[config.mk]
export PLATFORM = sky130hd
export DESIGN_NAME = button_debounce
export DESIGN_NICKNAME = d
export VERILOG_FILES = /design/src/rtl/button_pkg.sv /design/src/rtl/button_sync.sv /design/src/rtl/button_debounce.sv
export SDC_FILE = /design/constraint.sdc
export NUM_CORES = 1
export LEC_CHECK = 0
export ABC_AREA = 1
export CORE_ASPECT_RATIO = 0.6
export CORE_UTILIZATION = 31
export CTS_BUF_LIST = sky130_fd_sc_hd__clkbuf_4 sky130_fd_sc_hd__clkbuf_8 sky130_fd_sc_hd__clkbuf_16
export CTS_CLUSTER_SIZE = 24
export DETAILED_ROUTE_END_ITERATION = 12
export GPL_ROUTABILITY_DRIVEN = 1
export PLACE_DENSITY_LB_ADDON = 0.3
export SYNTH_ARGS = -nofsm -noshare
export SYNTH_HDL_FRONTEND = slang
export SYNTH_HIERARCHICAL = 1
export SYNTH_SLANG_ARGS = --single-unit
export TNS_END_PERCENT = 5
[constraint.sdc]
create_clock -name clk -period 5.4 [get_ports clk]
set_clock_uncertainty 0.2 [all_clocks]
set_input_delay 0.54 -clock clk [delete_from_list [all_inputs] [get_ports clk]]
set_output_delay 0.54 -clock clk [all_outputs]
set_load 0.02 [all_outputs]
[src/rtl/button_pkg.sv]
// Shared definitions for board push-button and switch input blocks.
package button_pkg;

    typedef enum logic [1:0] {
        IDLE         = 2'd0,
        PRESS_WAIT   = 2'd1,
        PRESSED      = 2'd2,
        RELEASE_WAIT = 2'd3
    } btn_state_t;

    localparam int BTN_CNT_W = 8;

    function automatic int clog2(input longint value);
        int result = 0;
        for (int i = 0; i < 63; i++)
            if (value > (longint'(1) << i)) result = i + 1;
        return result;
    endfunction

endpackage

[src/rtl/button_sync.sv]
// Multi-flop synchronizer for a single asynchronous board input.
module button_sync #(
    parameter int STAGES = 2
) (
    input  logic clk,
    input  logic rst,
    input  logic din,
    output logic dout
);

    logic [STAGES-1:0] chain;

    always_ff @(posedge clk) begin
        if (rst) chain <= '0;
        else     chain <= {chain[STAGES-2:0], din};
    end

    assign dout = chain[STAGES-1];

endmodule

[src/rtl/button_debounce.sv]
// Push-button front end: synchronize, debounce, and derive press/release/long-press events.
//
//   state        | meaning
//   -------------+---------------------------------------------------
//   IDLE         | button released and stable
//   PRESS_WAIT   | input went high, counting stable cycles to accept
//   PRESSED      | press accepted, hold timer running
//   RELEASE_WAIT | input went low, counting stable cycles; hold frozen
module button_debounce
    import button_pkg::*;
#(
    parameter int SYNC_STAGES     = 2,
    parameter int DEBOUNCE_CYCLES = 500000,
    parameter int HOLD_CYCLES     = 50000000,
    parameter int ACTIVE_LOW      = 0
) (
    input  logic                 clk,
    input  logic                 rst,
    input  logic                 btn_in,
    output logic                 btn_level,
    output logic                 press,
    // "release" is a reserved word, hence the suffix
    output logic                 release_pulse,
    output logic                 held,
    output logic                 hold_pulse,
    output logic [BTN_CNT_W-1:0] press_count
);

    localparam int DB_W   = clog2(DEBOUNCE_CYCLES);
    localparam int HOLD_W = (clog2(HOLD_CYCLES) > 0) ? clog2(HOLD_CYCLES) : 1;
    localparam logic [DB_W-1:0]   DB_LAST   = DB_W'(DEBOUNCE_CYCLES - 1);
    localparam logic [HOLD_W-1:0] HOLD_LAST = HOLD_W'(HOLD_CYCLES - 1);

    logic s;
    logic pin;

    btn_state_t           state, state_n;
    logic [DB_W-1:0]      db_timer, db_n;
    logic [HOLD_W-1:0]    hold_timer, hold_n;
    logic [BTN_CNT_W-1:0] cnt_n;
    logic                 held_n, press_n, rel_n, hp_n, level_n;

    assign pin = btn_in ^ (ACTIVE_LOW != 0);

    button_sync #(.STAGES(SYNC_STAGES)) u_sync (
        .clk  (clk),
        .rst  (rst),
        .din  (pin),
        .dout (s)
    );

    always_ff @(posedge clk) begin
        if (rst) begin
            state         <= IDLE;
            db_timer      <= '0;
            hold_timer    <= '0;
            held          <= 1'b0;
            press         <= 1'b0;
            release_pulse <= 1'b0;
            hold_pulse    <= 1'b0;
            btn_level     <= 1'b0;
            press_count   <= '0;
        end else begin
            state         <= state_n;
            db_timer      <= db_n;
            hold_timer    <= hold_n;
            held          <= held_n;
            press         <= press_n;
            release_pulse <= rel_n;
            hold_pulse    <= hp_n;
            btn_level     <= level_n;
            press_count   <= cnt_n;
        end
    end

    always_comb begin
        state_n = state;
        db_n    = db_timer;
        hold_n  = hold_timer;
        held_n  = held;
        cnt_n   = press_count;
        press_n = 1'b0;
        rel_n   = 1'b0;
        hp_n    = 1'b0;

        case (state)
            IDLE: begin
                if (s) begin
                    state_n = PRESS_WAIT;
                    db_n    = '0;
                end
            end
            PRESS_WAIT: begin
                if (!s) begin
                    state_n = IDLE;
                end else if (db_timer == DB_LAST) begin
                    state_n = PRESSED;
                    press_n = 1'b1;
                    cnt_n   = press_count + BTN_CNT_W'(1);
                    hold_n  = '0;
                end else begin
                    db_n = db_timer + DB_W'(1);
                end
            end
            PRESSED: begin
                if (!s) begin
                    state_n = RELEASE_WAIT;
                    db_n    = '0;
                end else if (hold_timer == HOLD_LAST) begin
                    if (!held) begin
                        held_n = 1'b1;
                        hp_n   = 1'b1;
                    end
                end else begin
                    hold_n = hold_timer + HOLD_W'(1);
                end
            end
            RELEASE_WAIT: begin
                // hold timer is left untouched so a bounce resumes the long-press count
                if (s) begin
                    state_n = PRESSED;
                end else if (db_timer == DB_LAST) begin
                    state_n = IDLE;
                    rel_n   = 1'b1;
                    held_n  = 1'b0;
                end else begin
                    db_n = db_timer + DB_W'(1);
                end
            end
            default: state_n = IDLE;
        endcase

        level_n = (state_n == PRESSED) || (state_n == RELEASE_WAIT);
    end

endmodule

==> impl_metrics.py <==
metrics = {
    "setup_path": {
        "cp_max_fo": 8,
        "cp.arrival_ns": 2.46,
        "r2r-start": "hold_timer[0]$_SDFFE_PP0P_",
        "ff2ff_path_depth": 9,
        "worstSetupPathType": "register to register",
        "worst_path_most_repeated_cell": "nand2_1",
        "crit_path_top_delay_cell": "dfxtp_1",
        "critPathLaunchType": "register",
        "end_kind": "register",
        "r2r-end": "hold_timer[16]$_SDFFE_PP0P_",
        "path_cells": "ha_1, nand2_1, nor2_2, nand2_1, nor2_1, xor2_1, nor2_1, nand2_1, a21oi_1",
        "reg2reg_slack_ns": 2.94,
        "required_ns": 5.40,
        "cpPeakStageDelay_ns": 0.50,
    },
    "pwr": {
        "p_leak_nw": 1.42,
        "power_mw": 1.11,
        "p_per_area_nw_per_um2": 248,
        "ir_worst_vdd_v": 0.000158,
    },
    "sta": {
        "post-route-period-util_pct": 45.6,
        "rsz0062_at_grt": "no",
        "fmax_mhz": 406,
        "maxSlewViolCount": 0,
        "hold_violations": 0,
        "post-route-min-period_ns": 2.46,
        "slew_headroom_pct": 52.2,
        "max_slew.worst_pin.slew_ns": 0.717,
        "finalSetupTns_ns": 0,
        "setup_viol": 0,
    },
    "routing": {
        "ant_nets": 0,
        "dr.pass1.iters": 7,
        "dr.first_iter.drc_count": 494,
        "drc": 0,
        "vias": 4032,
        "wl_per_cell_um": 13.1,
        "drt_wl_total_mm": 10.8,
        "viasPerCell": 4.87,
    },
    "layout": {
        "final_nets": 664,
        "final_common_cell": "nand2_1",
        "syn_to_final_growth_pct": 14.4,
        "regArea_um2": 1240,
        "final_cell_mix": "nand2_1, nor2_1, dfxtp_1",
        "multi_input_area_um2": 2340,
        "layout-drive-gt1-share_pct": 7.54,
        "diodes": 0,
        "fill_cells": 1324,
        "final_util_pct": 36.8,
    },
    "global_routing": {
        "antenna_found_initial": 0,
        "grt_pass1_vias": 3341,
        "grt_usage_pct": 17.2,
        "grt_pass1_wl_mm": 17.6,
        "gr-total-overflow": 0,
        "grt_max_degree": 47,
    },
    "logic_synthesis": {
        "synth_cell_types": 29,
        "netlist_instances": 648,
        "synth_top_family_by_area": "simple AND/OR/NAND/NOR gates",
        "yosysWarnings": 6,
        "synth_area_per_cell_um2": 6.06,
        "ys_ff_latch": 62,
        "synthXorXnorAreaFrac_pct": 4.02,
        "synth_compound_area_share_pct": 8.99,
        "synthAdderAreaFrac_pct": 0.956,
        "seq_area_frac_synth_pct": 31.6,
        "synth_mux_area_share_pct": 0,
        "synth-simple-area-share_pct": 45.6,
        "syn-num-nets": 654,
        "syn-cell-area_um2": 3930,
    },
    "clock_tree": {
        "cts_tree": "done",
        "cts_num_sinks": 62,
        "cts.clk_slew.worst_paths_ns": 0.05,
        "cts_resized": 0,
        "cts_buffer_depth": 2,
        "cts_root_buf": "clkbuf_16",
        "cts_hold_buf": 0,
        "clock_latency_ns": 0.34,
        "post_cts_buffers": 0,
        "numCtsBuffers": 9,
        "htreeDepth": 3,
    },
    "floorplanning": {
        "die_w_um": 147,
        "io-pin-count": 16,
        "die_h_um": 89.2,
        "dieArea_um2": 13100,
        "fp-row-count": 31,
        "initial_core_util_pct": 32.1,
        "fp.coreArea_um2": 12200,
    },
    "min_path": {
        "hp-start": "u_sync/chain[0]$_SDFF_PP0_",
        "hold_end": "u_sync/chain[1]$_SDFF_PP0_",
        "hold_depth": 2,
        "holdCritPathClass": "register to register",
    },
    "job": {
        "maxCapViolCount": 0,
    },
    "placement": {
        "hpwl_mm": 7.99,
        "gp_congestion": 0.896,
        "io_buffers": 15,
    },
    "run_status": {
        "status": "complete, no violations",
    },
}
[state kept, by name, summed over array words and instances (netlist names)]
name	cells
hold_timer	26
db_timer	19
press_count	8
state	2
u_sync/chain	2
btn_level	1
held	1
hold_pulse	1
press	1
release_pulse	1
[routing by layer]
layer	routed length (µm)	vias to the layer above	global-route usage (%)
met2	3810	111	21.2
met5	0	-	0
met1	6230	1844	28.1
met3	681	9	3.52
li1	-	2068	-
met4	110	0	5.15
[metrics by stage]
step,area [µm²],worst slack (ns),instances,hold WS [ns]
floorplan,3930,3.47,648,0.188
global placement,4170,2.99,812,0.200
detailed placement,4170,2.97,812,0.194
CTS,4490,2.97,828,0.213
global route,4490,2.75,828,0.241
finish,4490,2.94,828,0.217
[critical path, delay by kind of cell, from the launching register on]
family	cells	cell delay, ns
and+or+nand+nor	6	1.00
DFF	1	0.50
adders and majority gates	1	0.41
xor gates and xnor gates	1	0.16
AOI/OAI and AO/OA	1	0.06
[cell families after synthesis]
logic type                 Yosys count
xor gates and xnor gates            18
buffers and inverters               78
and+or+nand+nor                    424
DFF                                 62
adders and majority gates            3
AOI/OAI and AO/OA                   63
[report_power, final]
group | switching, mW | total [mW] | leakage [nW] | internal [mW]
sequential | 0.00221 | 0.461 | 0.500 | 0.459
clock | 0.208 | 0.633 | 0.163 | 0.425
combinational | 0.0161 | 0.0198 | 0.753 | 0.00368
total | 0.226 | 1.11 | 1.42 | 0.888
[cells in the mapped netlist, drive strengths merged]
library cell / instances / area, µm²
clkbuf: 7 / 26.3
clkinv: 2 / 7.51
nor4: 2 / 12.5
nand2: 205 / 806
xor2: 13 / 114
nor2: 139 / 547
ha: 3 / 37.5
buf: 10 / 90.1
nor3: 9 / 55.1
o21bai: 3 / 22.5
o21ai: 14 / 70.1
xnor2: 5 / 43.8
dfxtp: 62 / 1240
inv: 59 / 221
nand4: 11 / 68.8
a21oi: 46 / 260
nor3b: 1 / 7.51
nand3: 57 / 295
[area by class of cell]
type,instances,area share [%]
multi-input cells,508,52.1
flip-flops and latches,62,27.6
clock buffers,12,5.65
inverters,61,5.10
well taps,165,4.59
repair buffers,16,3.40
clock inverters,4,1.56
[worst max-delay path by stage]
stage	slack (ns)	startpoint	endpoint
global placement	2.99	hold_timer[0]$_SDFFE_PP0P_	hold_timer[16]$_SDFFE_PP0P_
finish	2.94	hold_timer[0]$_SDFFE_PP0P_	hold_timer[16]$_SDFFE_PP0P_
floorplan	3.47	hold_timer[0]$_SDFFE_PP0P_	hold_timer[16]$_SDFFE_PP0P_
detailed placement	2.97	hold_timer[0]$_SDFFE_PP0P_	hold_timer[16]$_SDFFE_PP0P_
CTS	2.97	db_timer[0]$_SDFFE_PP0P_	hold_timer[24]$_SDFFE_PP0P_
global route	2.75	db_timer[0]$_SDFFE_PP0P_	db_timer[9]$_SDFFE_PP0P_
No activity file was read; power rests on OpenSTA's default activity.
